### config.mk
export PLATFORM = sky130hd
export DESIGN_NAME = fc2_score_buffer
export DESIGN_NICKNAME = d
export VERILOG_FILES = /design/src/rtl/fc2_score_buffer.sv
export SDC_FILE = /design/constraint.sdc
export NUM_CORES = 1
export LEC_CHECK = 0
export ABC_AREA = 0
export CAP_MARGIN = 30
export CORE_MARGIN = 3
export CORE_UTILIZATION = 45
export DETAILED_ROUTE_END_ITERATION = 10
export GPL_ROUTABILITY_DRIVEN = 1
export GPL_TIMING_DRIVEN = 0
export PLACE_DENSITY_LB_ADDON = 0.08
export SKIP_LAST_GASP = 1
export SLEW_MARGIN = 30
export SYNTH_ARGS = -nofsm -noshare
export SYNTH_HDL_FRONTEND = slang
export SYNTH_SLANG_ARGS = --single-unit
### constraint.sdc
create_clock -name clk -period 2.8 [get_ports clk]
set_input_delay 0.56 -clock clk [delete_from_list [all_inputs] [get_ports clk]]
set_output_delay 0.56 -clock clk [all_outputs]
set_load 0.01 [all_outputs]
### src/rtl/fc2_score_buffer.sv
// fc2_score_buffer: producer end of the FC2-score read interface.
// Accepts NUM_CLASSES signed accumulator words over valid/ready, requantizes
// each word to 8-bit unsigned, stores the frame, pulses frame_done and then
// serves 1-cycle-latency reads until the decision stage frees the frame.
// The decision stage's release pulse enters on frame_release because
// "release" is a reserved word in SystemVerilog.
// Optional feature macro: FC2_SAT_FLAG_EN (adds the sticky sat_flag output).
module fc2_score_buffer #(
   parameter int NUM_CLASSES = 10,
   parameter int ACC_W       = 24,
   parameter int SHIFT       = 4,
   parameter int ADDR_W      = 10
) (
   input  logic              clk,
   input  logic              rst,
   input  logic              in_valid,
   output logic              in_ready,
   input  logic [ACC_W-1:0]  in_data,
   output logic              frame_done,
   input  logic              frame_release,
   input  logic [ADDR_W-1:0] rd_addr,
   output logic [7:0]        rd_data
`ifdef FC2_SAT_FLAG_EN
   ,
   output logic              sat_flag
`endif
);

   localparam int CNT_W = (NUM_CLASSES > 1) ? $clog2(NUM_CLASSES) : 1;

   typedef enum logic [1:0] {
      FILL,
      SIGNAL,
      HOLD
   } state_t;

   state_t                   state_q;
   state_t                   state_d;
   logic [CNT_W-1:0]         count;
   logic [7:0]               entry [NUM_CLASSES];
   logic                     hs;
   logic                     last;
   logic signed [ACC_W-1:0]  q;
   logic                     clamp_lo;
   logic                     clamp_hi;
   logic [7:0]               score;
   logic                     rd_in_range;
   logic [CNT_W-1:0]         rd_idx;

   assign hs          = in_valid && (state_q == FILL);
   assign last        = (count == CNT_W'(NUM_CLASSES - 1));
   assign rd_in_range = (rd_addr < ADDR_W'(NUM_CLASSES));
   assign rd_idx      = rd_addr[CNT_W-1:0];

   // Requantize: arithmetic shift, then clamp to 0..255 using the sign bit and upper bits
   always_comb begin
      q        = $signed(in_data) >>> SHIFT;
      clamp_lo = q[ACC_W-1];
      clamp_hi = !q[ACC_W-1] && (|q[ACC_W-2:8]);
      if (clamp_lo) begin
         score = 8'd0;
      end else if (clamp_hi) begin
         score = 8'd255;
      end else begin
         score = q[7:0];
      end
   end

   // State register
   always_ff @(posedge clk) begin
      if (!rst) begin
         state_q <= FILL;
      end else begin
         state_q <= state_d;
      end
   end

   // Next-state and handshake/pulse outputs decoded from the registered state
   always_comb begin
      state_d    = state_q;
      in_ready   = 1'b0;
      frame_done = 1'b0;
      case (state_q)
         FILL: begin
            in_ready = 1'b1;
            if (hs && last) begin
               state_d = SIGNAL;
            end
         end
         SIGNAL: begin
            frame_done = 1'b1;
            state_d    = frame_release ? FILL : HOLD;
         end
         HOLD: begin
            if (frame_release) begin
               state_d = FILL;
            end
         end
         default: state_d = FILL;
      endcase
   end

   // Write counter and score storage
   always_ff @(posedge clk) begin
      if (!rst) begin
         count <= '0;
         for (int unsigned i = 0; i < NUM_CLASSES; i++) begin
            entry[i] <= '0;
         end
      end else if (hs) begin
         entry[count] <= score;
         count        <= last ? '0 : count + CNT_W'(1);
      end
   end

   // Registered read port; a same-edge write is not visible until the next read
   always_ff @(posedge clk) begin
      if (!rst) begin
         rd_data <= '0;
      end else begin
         rd_data <= rd_in_range ? entry[rd_idx] : 8'd0;
      end
   end

`ifdef FC2_SAT_FLAG_EN
   // Sticky clamp flag, restarted by the first handshake of each frame
   always_ff @(posedge clk) begin
      if (!rst) begin
         sat_flag <= 1'b0;
      end else if (hs) begin
         sat_flag <= (clamp_lo || clamp_hi) || ((count != '0) && sat_flag);
      end
   end
`endif

endmodule

==> run metrics, run 1 <==
Synth area leader edfxtp_1; CTS Buf Count 9; unrepaired setup endpoints after global routing false; vias in the first global route 3,254; crit path launch type input port; Detailed Place HPWL 8180 µm; P&R area growth vs syn 15.1%; endpoints failing setup 0; clk slew on worst S/H paths 0.10 ns; Slew HR 41.8%; Routed Antenna Nets 0; kind of critical path input port to register; Mapped Cells 352; insertion delay to the later sink of the worst-skew pair 0.39 ns; post-cts resize count 0; first-pass GRT wire length approximately 19,000 µm; status finished, final reports clean; Clock Path Buffers 2; total of max-cap violations 0; Die Width 112 µm; antenna violations before repair 0; # hold bufs at CTS 0; Clock Tree Root clkbuf_8; Synth cell types 39; CP delay by family, top compound AO/OA/AOI/OAI gates; min cycle time layout about 2.6 ns; Routed wire per std cell 21.6 µm; Post-Route Skew 0.00916 ns; fin crit share a little over nine tenths; drt pass-1 iters 4; Die Height ~110 µm; CP Max Fanout 9; final instance area between 5000 and 6000 µm²; drt total wl 11,800 µm; Floorplan Core Area around 11,000 µm²; initial core utilization 46.4%; largest net degree at the start of global routing 21; pins over their slew limit 0; grt total ovfl 0; Clock Sinks 110; Area after DPL 5620 µm²; top cells by area, synth edfxtp_1 57%, mux4_2 11%, nor3_1 6.4%; Synth Net Count around 400; Port Buf Inserts 39; Post-Syn Area per Cell 14.3 µm²; RePlAce Congestion 0.766; Worst path max stage delay 0.72 ns; layout cell share with drive strength beyond 1 16.5%; Worst Setup End Kind register; Final Power 0.00305 W; sequential area share after synthesis 62.7%; WP data arrival between 2 and 3 ns; WP buf/inv 2; Starting DRT DRC Count 215; setup TNS 0 ns; CP max-delay cell o21ai_1; antenna diode instance count 0; VDD IR-drop max approximately 0.26 mV; postcts setup bufs 0; vias per cell 5.80; Cell Chain, Critical Path clkdlybuf4s50_1 -> nor3b_4 -> a21oi_1 -> clkbuf_1 -> o21ai_1; synth warn 0; Rows 38; Req. time, crit path between 2 and 3 ns; Clock H-tree levels 3; leakage 1.89 nW; Tightest Pin Transition 0.870 ns; Vias 3,173; IO Count 48; Max Fclk 379 MHz; Pwr Density 524 nW/µm²; Seq cells post-synth 110; # DRC 0; Final nets 440; HP Class input port to register; Final Hold Viols 0; share of the synthesized area in the top cell type 57.1%; CTS tree yes; All-Layer GR Usage between 20% and 30%; Die Area 12,500 µm²; Mapped Area roughly 5000 µm²
[cell usage in the layout (no fill, tap or decap), types with 2 or more instances in the layout]
cell | synthesis | layout
nor3_1 | 65 | 65
nor3b_1 | 2 | 2
nor2_1 | 14 | 14
nor2b_1 | 4 | 4
mux4_2 | 24 | 24
or4_1 | 2 | 2
nor4_4 | 9 | 9
a21oi_1 | 4 | 3
nand3_1 | 2 | 2
clkdlybuf4s50_1 | 0 | 39
nand4bb_1 | 2 | 2
xnor2_1 | 2 | 2
inv_6 | 0 | 2
nand2_1 | 12 | 12
nor4_1 | 8 | 8
o221ai_1 | 8 | 8
edfxtp_1 | 96 | 96
and4bb_2 | 2 | 2
buf_2 | 9 | 9
clkinvlp_4 | 0 | 2
nand4b_1 | 3 | 3
nand3b_1 | 3 | 3
inv_1 | 18 | 18
nand4_1 | 11 | 11
or4b_1 | 2 | 2
clkbuf_8 | 0 | 9
nand2b_1 | 2 | 2
clkbuf_1 | 20 | 20
dfxtp_1 | 14 | 14
[Yosys cell counts (all sizes together)]
master	instances
nor4	17
o22ai	1
and3b	1
clkbuf	21
nand4bb	2
o21ai	1
dfxtp	14
or4	2
o221ai	8
nor4b	1
nand4	11
nand2b	2
or4b	2
nand3b	3
o211a	1
nand2	12
nand4b	3
buf	11
xnor2	2
inv	18
or3	1
nor2	14
nor3b	3
mux4	24
a21oi	4
edfxtp	96
nor3	65
nand3	2
a31o	1
a31oi	1
nor2b	4
and4b	1
a21bo	1
and4bb	2
[routing by layer]
metal / GRT usage, % / routed length [µm] / vias up
li1: - / - / 1495
met1: 29.0 / 5270 / 1585
met2: 32.5 / 5870 / 83
met3: 3.37 / 523 / 10
met4: 6.08 / 148 / 0
met5: 0 / 0 / -
[power breakdown]
group          leakage (nW)  internal, W  switching, W
combinational         0.706     0.000113      0.000148
sequential             1.09      0.00183     0.0000176
clock                0.0911     0.000345      0.000592
total                  1.89      0.00229      0.000757
[stage by stage]
step           utilization [%]  setup WS [ns]  hold WS (ns)  std cells
2_1_floorplan                -          0.585         0.586        352
3_3_place_gp              51.6         -0.555         0.638        531
3_5_place_dp              51.6         -0.253         0.659        531
4_1_cts                   53.4          0.168         0.537        547
5_1_grt                   53.4         0.0478         0.548        547
6_report                  53.4          0.159         0.555        547
[state kept, by name, indices dropped and copies added (netlist names)]
signal   flops
count        4
entry       96
rd_data      8
state_q      2
[worst reg2reg max path, cell delays in order, from the launching register on]
cell and delay [ns]:
dfxtp_1 0.35, clkbuf_1 0.22, nor3b_1 0.42, nand2_1 0.34
o21ai_1 0.74
[cells by family (layout without fill, tap and decap cells)]
| family | after synthesis | after routing | share of synthesized area, % |
|---|---|---|---|
| AOI/OAI and AO/OA | 18 | 18 | 2.70 |
| xor gates and xnor gates | 2 | 2 | 0.347 |
| buffers and inverters | 50 | 105 | 4.04 |
| and+or+nand+nor | 148 | 148 | 19.5 |
| DFF | 110 | 110 | 62.7 |
| muxes | 24 | 24 | 10.7 |
[area by class of cell]
type	instances	area, µm²
Tap cell	140	175
Inverter	18	67.6
Multi-Input combinational cell	192	1680
Timing Repair Buffer	39	390
Clock buffer	9	124
Sequential cell	110	3160
Buffer	32	136
Fill cell	944	5080
Clock inverter	7	68.8
[worst paths after layout]
path	start	endpoint	slack (ns)	depth (start not counted)
setup / recovery	in_valid	entry[5][2]	0.16	5
setup reg to reg	state_q[1]	entry[5][2]	0.36	4
hold reg to reg	state_q[1]	count[1]	0.68	3
hold / removal	rst	count[3]	0.56	3
No activity file was read; power rests on OpenSTA's default activity.
==> run 2: changes to the inputs <==
--- a/config.mk
+++ b/config.mk
@@ -13,6 +13,7 @@
 export GPL_ROUTABILITY_DRIVEN = 1
 export GPL_TIMING_DRIVEN = 0
 export PLACE_DENSITY_LB_ADDON = 0.08
+export SETUP_SLACK_MARGIN = 0.15
 export SKIP_LAST_GASP = 1
 export SLEW_MARGIN = 30
 export SYNTH_ARGS = -nofsm -noshare
==> run metrics, run 2 (synthesis gave the netlist of run 1 again) <==
min cycle time layout 2.48 ns (-0.165 ns); total of max-cap violations 0 (unchanged); CP delay by family, top simple AND/OR/NAND/NOR gates; Vias 3,158 (-0.47%); Reg power frac 60.7% (about the same); antenna violations before repair 0 (unchanged); Routed Antenna Nets 0 (unchanged); CP Max Fanout 10 (+1); Rows 38 (unchanged); fin crit share 88.4% (-5.9 points); pins over their slew limit 0 (unchanged); Req. time, crit path 2.90 ns (+0.08 ns); WP data arrival 2.58 ns (-0.08 ns); clk slew on worst S/H paths 0.11 ns (about the same); Clock Sinks 110 (unchanged); Clock Path Buffers 2 (unchanged); status finished, final reports clean; layout cell share with drive strength beyond 1 17.0% (+0.49 points); vias per cell 5.77 (-0.47%); Detailed Place HPWL 8180 µm (unchanged); setup TNS 0 ns (unchanged); Routed wire per std cell 21.5 µm (-0.27%); drt total wl 11,800 µm (-0.27%); postcts setup bufs 0 (unchanged); crit path launch type input port; All-Layer GR Usage 20.4% (unchanged); Largest regs entry: 96 flops, rd_data: 8 flops, count: 4 flops; fillers 944 (unchanged); max reg flops 96 (unchanged); P&R area growth vs syn 15.2%; Die Width 112 µm (unchanged); Worst Setup End Kind register; Worst path max stage delay 0.68 ns (-0.04 ns); kind of critical path input port to register; leakage 1.89 nW (about the same); commonest cells after routing, fill and taps aside 96 x edfxtp_1, 65 x nor3_1, 39 x clkdlybuf4s50_1, 24 x mux4_2, 20 x clkbuf_1; clock network power share 30.8% (about the same); Cell Chain, Critical Path clkdlybuf4s50_1 -> or4_1 -> clkbuf_2 -> nor4_4 -> nor2_1; # hold bufs at CTS 0 (unchanged); WP buf/inv 2 (unchanged); drt pass-1 iters 4 (unchanged); Port Buf Inserts 39 (unchanged); Floorplan Core Area 10,900 µm² (unchanged); # DRC 0 (unchanged); unrepaired setup endpoints after global routing false; first-pass GRT wire length 19,100 µm (unchanged); Starting DRT DRC Count 212 (-1.4%); Tightest Pin Transition 0.862 ns (-0.00778 ns); VDD IR-drop max 0.258 mV (about the same); HP Class input port to register; endpoints failing setup 0 (unchanged); Final Hold Viols 0 (unchanged); Util after Layout 53.4% (+0.057 points); IO Count 48 (unchanged); Max Fclk 404 MHz (+6.7%); insertion delay to the later sink of the worst-skew pair 0.38 ns (about the same); CTS Buf Count 9 (unchanged); Slew HR 42.3% (+0.52 points); Final Power 0.00305 W (about the same); Die Area 12,500 µm² (unchanged); Pwr Density 524 nW/µm² (about the same); setup slack after layout 0.324 ns (+0.165 ns); initial core utilization 46.4% (unchanged); grt total ovfl 0 (unchanged); Sw Ratio 24.9% (about the same); final instance area 5820 µm² (+0.11%); RePlAce Congestion 0.766 (unchanged); Clock Tree Root clkbuf_8; Clock H-tree levels 3 (unchanged); NetSw 0.000757 W (about the same); Final nets 440 (unchanged); Logic pwr share 8.6% (about the same); Post-Route Skew 0.00898 ns (-0.000182 ns); Die Height 112 µm (unchanged); largest register by flop count entry; vias in the first global route 3,254 (unchanged); Area after DPL 5620 µm² (unchanged); most common cell after layout, fill and taps aside edfxtp_1; Place WS -0.253 ns (unchanged); largest net degree at the start of global routing 21 (unchanged); antenna diode instance count 0 (unchanged); CP max-delay cell nor4_4; Int Power 0.00229 W (about the same); CTS tree yes
run 2: timing repair:
action	in CTS	in global routing
setup endpoints to repair	0	16
gates resized for setup	0	2
hold endpoints to repair	0	0
run 2: metal layers:
metal	track usage [%]	wire (µm)
met1	29.0	5100
met2	32.5	5870
met3	3.37	669
met4	6.08	129
met5	0	0
run 2: per-stage QoR:
stage | cells | hold slack (ns)
2_1_floorplan | 352 | 0.586
3_3_place_gp | 531 | 0.638
3_5_place_dp | 531 | 0.659
4_1_cts | 547 | 0.537
5_1_grt | 547 | 0.548
6_report | 547 | 0.563
run 2: worst paths after layout:
check	from	endpoint	slack, ns	cells past startpoint
setup reg to reg	state_q[1]	entry[4][2]	0.52	4
hold reg to reg	state_q[1]	count[1]	0.67	3
setup / recovery	in_data[13]	entry[10][1]	0.32	5
hold / removal	rst	count[3]	0.56	3
run 2: cell type report:
| type | instances | area [µm²] | area share, % |
|---|---|---|---|
| Sequential cell | 110 | 3160 | 54.4 |
| Multi-Input combinational cell | 192 | 1690 | 29.1 |
| Inverter | 18 | 67.6 | 1.16 |
| Clock inverter | 7 | 68.8 | 1.18 |
| Clock buffer | 9 | 124 | 2.13 |
| Buffer | 32 | 136 | 2.35 |
| Timing Repair Buffer | 39 | 390 | 6.71 |
| Tap cell | 140 | 175 | 3.01 |
run 2: worst register-to-register path: stages (launching register included):
cell,delay (ns)
dfxtp_1,0.35
clkbuf_1,0.22
nor3b_1,0.42
nand3_1,0.44
nand2_1,0.51
run 2: power groups by stage:
stage | logic [W] | registers [W] | clock network (W)
3_3_place_gp | 0.000259 | 0.00188 | 0
3_5_place_dp | 0.000263 | 0.00189 | 0
2_1_floorplan | 0.000162 | 0.00188 | 0
4_1_cts | 0.000264 | 0.00185 | 0.000959
6_report | 0.000261 | 0.00185 | 0.000937
5_1_grt | 0.000285 | 0.00186 | 0.00103
